**config.mk**
```make
export PLATFORM = sky130hd
export DESIGN_NAME = uart_tx_arbiter
export DESIGN_NICKNAME = d
export VERILOG_FILES = /design/src/rtl/uart_pkg.sv /design/src/rtl/rr_picker.sv /design/src/rtl/uart_tx_arbiter.sv
export SDC_FILE = /design/constraint.sdc
export NUM_CORES = 1
export LEC_CHECK = 0
export ABC_AREA = 0
export ABC_CLOCK_PERIOD_IN_PS = 3400
export BUFFER_PORTS_ARGS = -buffer_cell sky130_fd_sc_hd__buf_4
export CAP_MARGIN = 15
export CORE_UTILIZATION = 49
export CTS_BUF_LIST = sky130_fd_sc_hd__clkbuf_16
export DETAILED_ROUTE_END_ITERATION = 8
export PLACE_DENSITY = 0.79
export SLEW_MARGIN = 25
export SYNTH_ARGS = -nofsm -noshare
export SYNTH_HDL_FRONTEND = slang
export SYNTH_SLANG_ARGS = --single-unit
```
**constraint.sdc**
```tcl
create_clock -name clk -period 3.4 [get_ports clk]
set_input_delay 0.85 -clock clk [delete_from_list [all_inputs] [get_ports clk]]
set_output_delay 0.85 -clock clk [all_outputs]
set_load 0.03 [all_outputs]
```
**src/rtl/uart_pkg.sv**
```systemverilog
// Shared constants for the uart_tx arbiter: byte width and FSM state encoding.
package uart_pkg;

  localparam int BYTE_W = 8;

  typedef enum logic [1:0] {
    IDLE      = 2'b00,
    ISSUE     = 2'b01,
    WAIT_LOW  = 2'b10,
    WAIT_HIGH = 2'b11
  } arb_state_t;

endpackage

```
**src/rtl/rr_picker.sv**
```systemverilog
// Combinational round-robin picker: returns the first asserted request found
// when searching rr_ptr+1, rr_ptr+2, ... modulo NUM_REQ.
module rr_picker #(
  parameter int NUM_REQ = 4,
  parameter int ID_W    = 2
) (
  input  logic [NUM_REQ-1:0] req_valid,
  input  logic [ID_W-1:0]    rr_ptr,
  output logic               found,
  output logic [ID_W-1:0]    index
);

  int              cand;
  logic [ID_W-1:0] cand_idx;

  // Scan from the farthest candidate to the nearest so the nearest set request wins.
  always_comb begin
    found    = 1'b0;
    index    = '0;
    cand     = 0;
    cand_idx = '0;
    for (int k = NUM_REQ; k >= 1; k--) begin
      cand     = (int'(rr_ptr) + k) % NUM_REQ;
      cand_idx = ID_W'(cand);
      if (req_valid[cand_idx]) begin
        found = 1'b1;
        index = cand_idx;
      end
    end
  end

endmodule

```
**src/rtl/uart_tx_arbiter.sv**
```systemverilog
// Round-robin arbiter that shares one uart_tx between NUM_REQ byte-stream
// requesters. A grant is held for a whole message (through the byte flagged
// last) and bytes are paced by the uart_tx TC flag.
module uart_tx_arbiter import uart_pkg::*; #(
  parameter int NUM_REQ     = 4,
  parameter int ID_W        = 2,
  parameter int TC_WAIT_MAX = 8
) (
  input  logic                      clk,
  input  logic                      reset_bar,
  input  logic [NUM_REQ-1:0]        req_valid,
  input  logic [NUM_REQ*BYTE_W-1:0] req_data,
  input  logic [NUM_REQ-1:0]        req_last,
  output logic [NUM_REQ-1:0]        req_ready,
  output logic [BYTE_W-1:0]         tx_data,
  output logic                      tx_write_enable,
  input  logic                      tx_tc,
  output logic [ID_W-1:0]           grant_id,
  output logic                      busy,
  output logic                      err_no_start
);

  localparam int CNT_W = $clog2(TC_WAIT_MAX + 1);

  arb_state_t        state, state_next;
  logic [ID_W-1:0]   rr_ptr;
  logic              last_flag;
  logic [BYTE_W-1:0] tx_data_q;
  logic [CNT_W-1:0]  wait_cnt;
  logic [CNT_W-1:0]  wait_cnt_inc;
  logic              timeout;
  logic              pick_found;
  logic [ID_W-1:0]   pick_idx;
  logic              owner_valid;
  logic              owner_last;
  logic [BYTE_W-1:0] owner_data;
  logic              fire;

  rr_picker #(
    .NUM_REQ (NUM_REQ),
    .ID_W    (ID_W)
  ) u_picker (
    .req_valid (req_valid),
    .rr_ptr    (rr_ptr),
    .found     (pick_found),
    .index     (pick_idx)
  );

  // Select the current owner's byte lane.
  always_comb begin
    owner_data = '0;
    for (int i = 0; i < NUM_REQ; i++) begin
      if (grant_id == ID_W'(i)) owner_data = req_data[i*BYTE_W +: BYTE_W];
    end
  end

  assign owner_valid = req_valid[grant_id];
  assign owner_last  = req_last[grant_id];

  // A byte is handed to uart_tx only when the transmitter is idle and the owner offers one.
  assign fire = (state == ISSUE) && tx_tc && owner_valid;

  // The byte is presented on the write cycle itself and held in tx_data_q afterwards.
  assign tx_write_enable = fire;
  assign req_ready       = fire ? (NUM_REQ'(1) << grant_id) : '0;
  assign tx_data         = fire ? owner_data : tx_data_q;

  // The write cycle counts as the first TC-high cycle, so the error fires
  // TC_WAIT_MAX cycles after the write pulse.
  assign wait_cnt_inc = wait_cnt + CNT_W'(1);
  assign timeout      = tx_tc && (wait_cnt_inc >= CNT_W'(TC_WAIT_MAX));

  // State register.
  always_ff @(posedge clk or negedge reset_bar) begin
    if (!reset_bar) state <= IDLE;
    else            state <= state_next;
  end

  // Next-state logic.
  always_comb begin
    state_next = state;
    case (state)
      IDLE:      if (pick_found)          state_next = ISSUE;
      ISSUE:     if (fire)                state_next = WAIT_LOW;
      WAIT_LOW:  if (!tx_tc || timeout)   state_next = WAIT_HIGH;
      WAIT_HIGH: if (tx_tc)               state_next = last_flag ? IDLE : ISSUE;
      default:                            state_next = IDLE;
    endcase
  end

  // Grant, pointer, held byte, TC-wait counter and sticky error.
  always_ff @(posedge clk or negedge reset_bar) begin
    if (!reset_bar) begin
      rr_ptr       <= ID_W'(NUM_REQ - 1);
      grant_id     <= '0;
      busy         <= 1'b0;
      last_flag    <= 1'b0;
      tx_data_q    <= '0;
      wait_cnt     <= '0;
      err_no_start <= 1'b0;
    end else begin
      case (state)
        IDLE: begin
          if (pick_found) begin
            grant_id <= pick_idx;
            busy     <= 1'b1;
          end
        end
        ISSUE: begin
          if (fire) begin
            tx_data_q <= owner_data;
            last_flag <= owner_last;
            wait_cnt  <= CNT_W'(1);
          end
        end
        WAIT_LOW: begin
          if (tx_tc) begin
            wait_cnt <= wait_cnt_inc;
            if (timeout) err_no_start <= 1'b1;
          end
        end
        WAIT_HIGH: begin
          if (tx_tc && last_flag) begin
            rr_ptr <= grant_id;
            busy   <= 1'b0;
          end
        end
        default: ;
      endcase
    end
  end

endmodule

```
### After elaboration in Yosys (flattened, before gate mapping)

Cells that the tools add are included.

| word-level totals | value |
|---|---|
| logic and storage cells | 87 |
| latch bits | 0 |
| memories | 0 |
| bits in read-only memories | 0 |
| flip-flop bits (word level) | 21 |
| memory bits (writable) | 0 |
| output and inout bits | 17 |

| operators by class | value |
|---|---|
| eq/ne operators | 12 |
| multiply operators | 0 |
| bitwise logic cells | 0 |
| divide/modulo/power cells | 0 |
| shift operators | 1 |
| reductions and logical operators | 17 |
| multiplexer cells | 38 |
| order comparisons | 6 |
| add/sub/neg operators | 5 |

Operators by type and width:

| cell | count |
|---|---|
| two-way mux 8 bit | 5 |
| two-way mux 2 bit | 8 |
| < comparator 2 x 3 -> 1 bit (second input constant) | 5 |
| two-way mux 1 bit | 13 |
| binary-select mux 1 bit (select 2 bit) | 6 |
| two-way mux 4 bit | 3 |
| != test 2 bit (second input constant) | 6 |
| AND reduction 3 bit | 3 |
| == test 2 bit (second input constant) | 4 |
| one-hot mux 2 bit (4 select lines) | 1 |
| one-hot mux 4 bit (2 select lines) | 1 |
| AND reduction 2 bit | 3 |
| adder 2 x 1 -> 2 bit (second input constant) | 2 |
| adder 2 bit (second input constant) | 2 |
| adder 4 x 1 -> 4 bit (second input constant) | 1 |
| == test 2 x 1 -> 1 bit (second input constant) | 2 |
| greater-or-equal comparator 4 bit (second input constant) | 1 |
| logical AND 1 bit | 4 |
| logical NOT 2 bit | 2 |
| AND reduction 4 bit | 1 |
| nonzero test 2 bit | 2 |
| << shifter 1 x 2 -> 4 bit (first input constant) | 1 |
| one-hot mux 1 bit (2 select lines) | 1 |
| logical NOT 1 bit | 1 |
| logical OR 1 bit | 1 |

### Logic depth before layout (Yosys ltp)

| depth | value |
|---|---|
| depth after elaboration | 9 |
| depth in mapped cells | 7 |
| depth with buffers taken out | 6 |

### Hierarchy

Synthesis repeated with hierarchy kept, for this count alone.

| unflattened totals | value |
|---|---|
| cells, all modules | 127 |
| area total of the unflattened synthesis | 1532.7 sq um |

Modules (own cells, without submodules):

| module | area an instance (sq um) | seq. area each (sq um) | instances | cells each |
|---|---|---|---|---|
| uart_tx_arbiter | 1441.4 | 528.0 | 1 | 113 |
| rr_picker | 91.3 | 0.0 | 1 | 14 |

### Worst setup path after synthesis

Ideal clock, no wire load.

| timing path | value |
|---|---|
| kind | in2out |
| start point | in tx_tc |
| end point | out req_ready[2] |
| slack | 0.248 ns |
| stages | 5 |
| data required time | 2.550 ns |
| buffers on the path | 1 |
| data arrival time | 2.302 ns |
| cells stage by stage | clkbuf_1 > nor2b_1 > a22o_4 > nand2_8 > nor3b_1 |

| between the ends | value |
|---|---|
| longest elaborated chain between the ends | 3 |

RTL lines:

| what | line | source |
|---|---|---|
| from (decl) | uart_tx_arbiter.sv:17 | `input logic tx_tc,` |
| logical AND 1 bit (2 in series) | uart_tx_arbiter.sv:61 | `assign fire = (state == ISSUE) && tx_tc && owner_valid;` |
| two-way mux 4 bit | uart_tx_arbiter.sv:65 | `assign req_ready = fire ? (NUM_REQ'(1) << grant_id) : '0;` |
| to (decl) | uart_tx_arbiter.sv:14 | `output logic [NUM_REQ-1:0] req_ready,` |

No other way between the ends.

### Final worst setup path

| timing path | value |
|---|---|
| start point | reg grant_id[0] |
| end point | out tx_data[7] |

| between the ends | value |
|---|---|
| longest elaborated chain between the ends | 6 |
| elaborated cells on any way between the ends | 12 |
| classes of those cells | 3 x eq/ne; 7 x mux; 2 x reduce/logical |

RTL lines:

| what | line | source |
|---|---|---|
| from (decl) | uart_tx_arbiter.sv:18 | `output logic [ID_W-1:0] grant_id,` |
| from (signal assigned) | uart_tx_arbiter.sv:105 | `grant_id <= pick_idx;` |
| logical NOT 2 bit | uart_tx_arbiter.sv:53 | `if (grant_id == ID_W'(i)) owner_data = req_data[i*BYTE_W +: BYTE_W];` |
| two-way mux 8 bit (4 in series) | uart_tx_arbiter.sv:53 |  |
| two-way mux 8 bit * | - |  |
| to (decl) | uart_tx_arbiter.sv:15 | `output logic [BYTE_W-1:0] tx_data,` |

Every way passes the cells marked *; elsewhere a longest branch is shown, timed or not. The select of a mux whose other input is x is not followed.

==> results.toml <==
[power]
vdd_drop_max_mv = 0.548
p_clk_frac = 0.128
swShare = 0.420
intPower_mw = 1.11
power.switching_mw = 0.805
p_leak_nw = 0.984
power_frac_comb = 0.597
p_seq_frac = 0.275
p_per_area_nw_per_um2 = 885

[setup_path]
cp_data_required_time_ns = 2.55
cp_slowest_stage_delay_ns = 0.78
crit_family = "flip-flops"
path_max_fanout = 19
crit_chain = "and2_1 > a22o_4 > nand2_8 > inv_6 > mux2_1 > buf_4"
path_class = "flip-flop to primary output"
cp-end-kind = "primary output"
worst-path-buf-inv = 2
crit_path_start_kind = "flip-flop"
slowest_stage = "dfrtp_1"
worstPathArrival_ns = 2.28

[timing]
setup_tns_ns = 0
finClkSkew_ns = 0.00186
fmax_ghz = 0.319
hold_viol = 0
hold-worst-slack_ns = 0.473
slew_violations = 0
rsz0062_at_grt = "false"
maxSlewHeadroom = 0.544
setup_viol = 0
min_period_over_period = 0.921
worstMarginPinSlew_ns = 0.685
min_period_ns = 3.13

[detailed_routing]
ant_nets = 0
drt-met1-wl_mm = 1.50
route.met3.wl_um = 250
drt_first_pass_iters = 4
drt-total-wl_mm = 3.73
vias = 1397
drt_iter0_drc = 60
wl_per_cell_um = 15.4
dr.max_layer_used = "met4"
vias_per_cell = 5.75
met2_length_mm = 1.95
drc = 0

[synthesis]
async_flop_share = 1.00
synth-main-ff-cell = "dfrtp_1"
synthTopCellsByArea = "dfrtp_1 (29%), mux4_2 (14%), mux2_4 (8.3%), ha_1 (4.6%), mux2_1 (4.2%)"
synth_fp_nets = 190
syn_inst = 141
ys_seq_area_frac = 0.326
synth.cells.most_frequent = "dfrtp_1 (19), nand2_1 (12), mux4_2 (10), o21ai_0 (10), mux2_4 (9)"
ys_warn_count = 0
yosysMostFrequentCell = "dfrtp_1"
synth_area_leader_cell = "dfrtp_1"
syn_area_sq_um = 1620
synth_edf_count = 0
synth.avg_cell_area_sq_um = 11.5
yosysUniqueCellTypes = 42
synth_top_area_frac = 0.293
ys_ff_latch = 21

[floorplanning]
io_pins = 60
fp.dieH_um = 59.5
core_sq_um = 3100
rows = 20
dieArea_sq_um = 3540
die-width_um = 59.5
initial_core_util = 0.522

[clock_tree]
clock_latency_ns = 0.25
cts_setup_buffers = 0
htree_levels = 1
clock_path_buffers = 2
clock_sinks = 21
hold_buffers = 0
clkTransAtPathRegs_ns = 0.06
cts_resized = 0
cts_root_buffer = "clkbuf_16"
cts_buffers = 3
cts_tree = "yes"

[layout]
layout-drive-gt1-share = 0.477
nNetsFinal = 249
n_antenna_cell = 0
area_delta_synth_final_pct = 33.6
final_util = 0.698

[grt]
grt_overflow_total = 0
antenna_found_initial = 0
grt_pass1_wl_mm = 6.00
grt_max_degree = 22
grt_pass1_vias = 1403
grt_util_all_layers = 0.228

[min_path]
hp-class = "primary input to asynchronous set/reset pin"

[placement]
gp_congestion = 0.817
io_buffers = 59
dp_hpwl_mm = 2.89

[flow_run]
maxCapViolCount = 0

[status]
status = "completed"
==> cell type report <==
type,instances,area [sq um]
flip-flops and latches,21,528
multi-input cells,107,1020
inverters,6,27.5
clock buffers,3,75.1
repair buffers,61,458
well taps,44,55.1
fillers,259,938
clock inverters,1,3.75
==> path summary, 6_finish.rpt <==
kind	startpoint	end	slack, ns	depth (start not counted)
max	grant_id[0]	tx_data[7]	0.27	6
min	reset_bar	tx_data_q[5]	0.47	1
max reg2reg	grant_id[0]	wait_cnt[1]	1.34	4
min reg2reg	err_no_start	err_no_start	0.48	1
max in group asynchronous	reset_bar	rr_ptr[0]	2.65	1
min in group clk	err_no_start	err_no_start	0.48	1
==> cell usage in the layout, fill, tap and decap left out, drive strengths merged, types with 3 or more instances in the layout <==
| master | instances |
|---|---|
| mux4 | 10 |
| mux2 | 21 |
| nor3b | 3 |
| a21oi | 4 |
| ha | 6 |
| o21ai | 11 |
| dfrtp | 19 |
| nand2 | 13 |
| nand3 | 5 |
| and2 | 3 |
| clkbuf | 3 |
| inv | 7 |
| buf | 61 |
| nand2b | 4 |
| nor2b | 3 |
==> power by group through the flow <==
| stage | logic, mW | clock network, mW | registers, mW |
|---|---|---|---|
| finish | 1.14 | 0.245 | 0.526 |
| detailed placement | 1.15 | 0 | 0.531 |
| CTS | 1.15 | 0.250 | 0.525 |
| global route | 1.24 | 0.259 | 0.548 |
| global placement | 1.12 | 0 | 0.523 |
| floorplan | 0.857 | 0 | 0.510 |
==> worst reg2reg max path: stages (launching register included) <==
cell,delay (ns)
dfrtp_1,0.78
mux4_2,0.64
o21ai_1,0.30
o21ai_0,0.15
o21ai_0,0.10
==> flip-flops by register name (all words and copies together) (netlist names) <==
| signal | cells |
|---|---|
| state | 2 |
| tx_data_q | 8 |
| err_no_start | 1 |
| wait_cnt | 4 |
| last_flag | 1 |
| rr_ptr | 2 |
| busy | 1 |
| grant_id | 2 |
==> kinds of logic (layout without fill, tap and decap cells) <==
logic type	count (synthesis)	count (layout)	synth area share
AOI/OAI and AO/OA	26	26	0.111
xor gates and xnor gates	1	1	0.00541
adders and majority gates	6	6	0.0463
buffers and inverters	13	71	0.0463
DFF	21	21	0.326
muxes	33	33	0.318
and+or+nand+nor	41	41	0.147
==> metal layers <==
layer,track usage,up-vias
met5,0,-
met4,0.0631,0
met3,0.0393,5
met2,0.432,57
met1,0.261,683
li1,-,652
==> per-stage QoR <==
step / area, sq um / power [mW] / setup WS (ns) / instances
finish: 2160 / 1.92 / 0.268 / 243
floorplan: 1620 / 1.37 / 0.248 / 141
global route: 2160 / 2.05 / 0.108 / 243
detailed placement: 2090 / 1.68 / 0.310 / 239
CTS: 2160 / 1.93 / 0.240 / 243
global placement: 2090 / 1.64 / 0.346 / 239
Note: power is estimated with default switching activity, not from simulation.
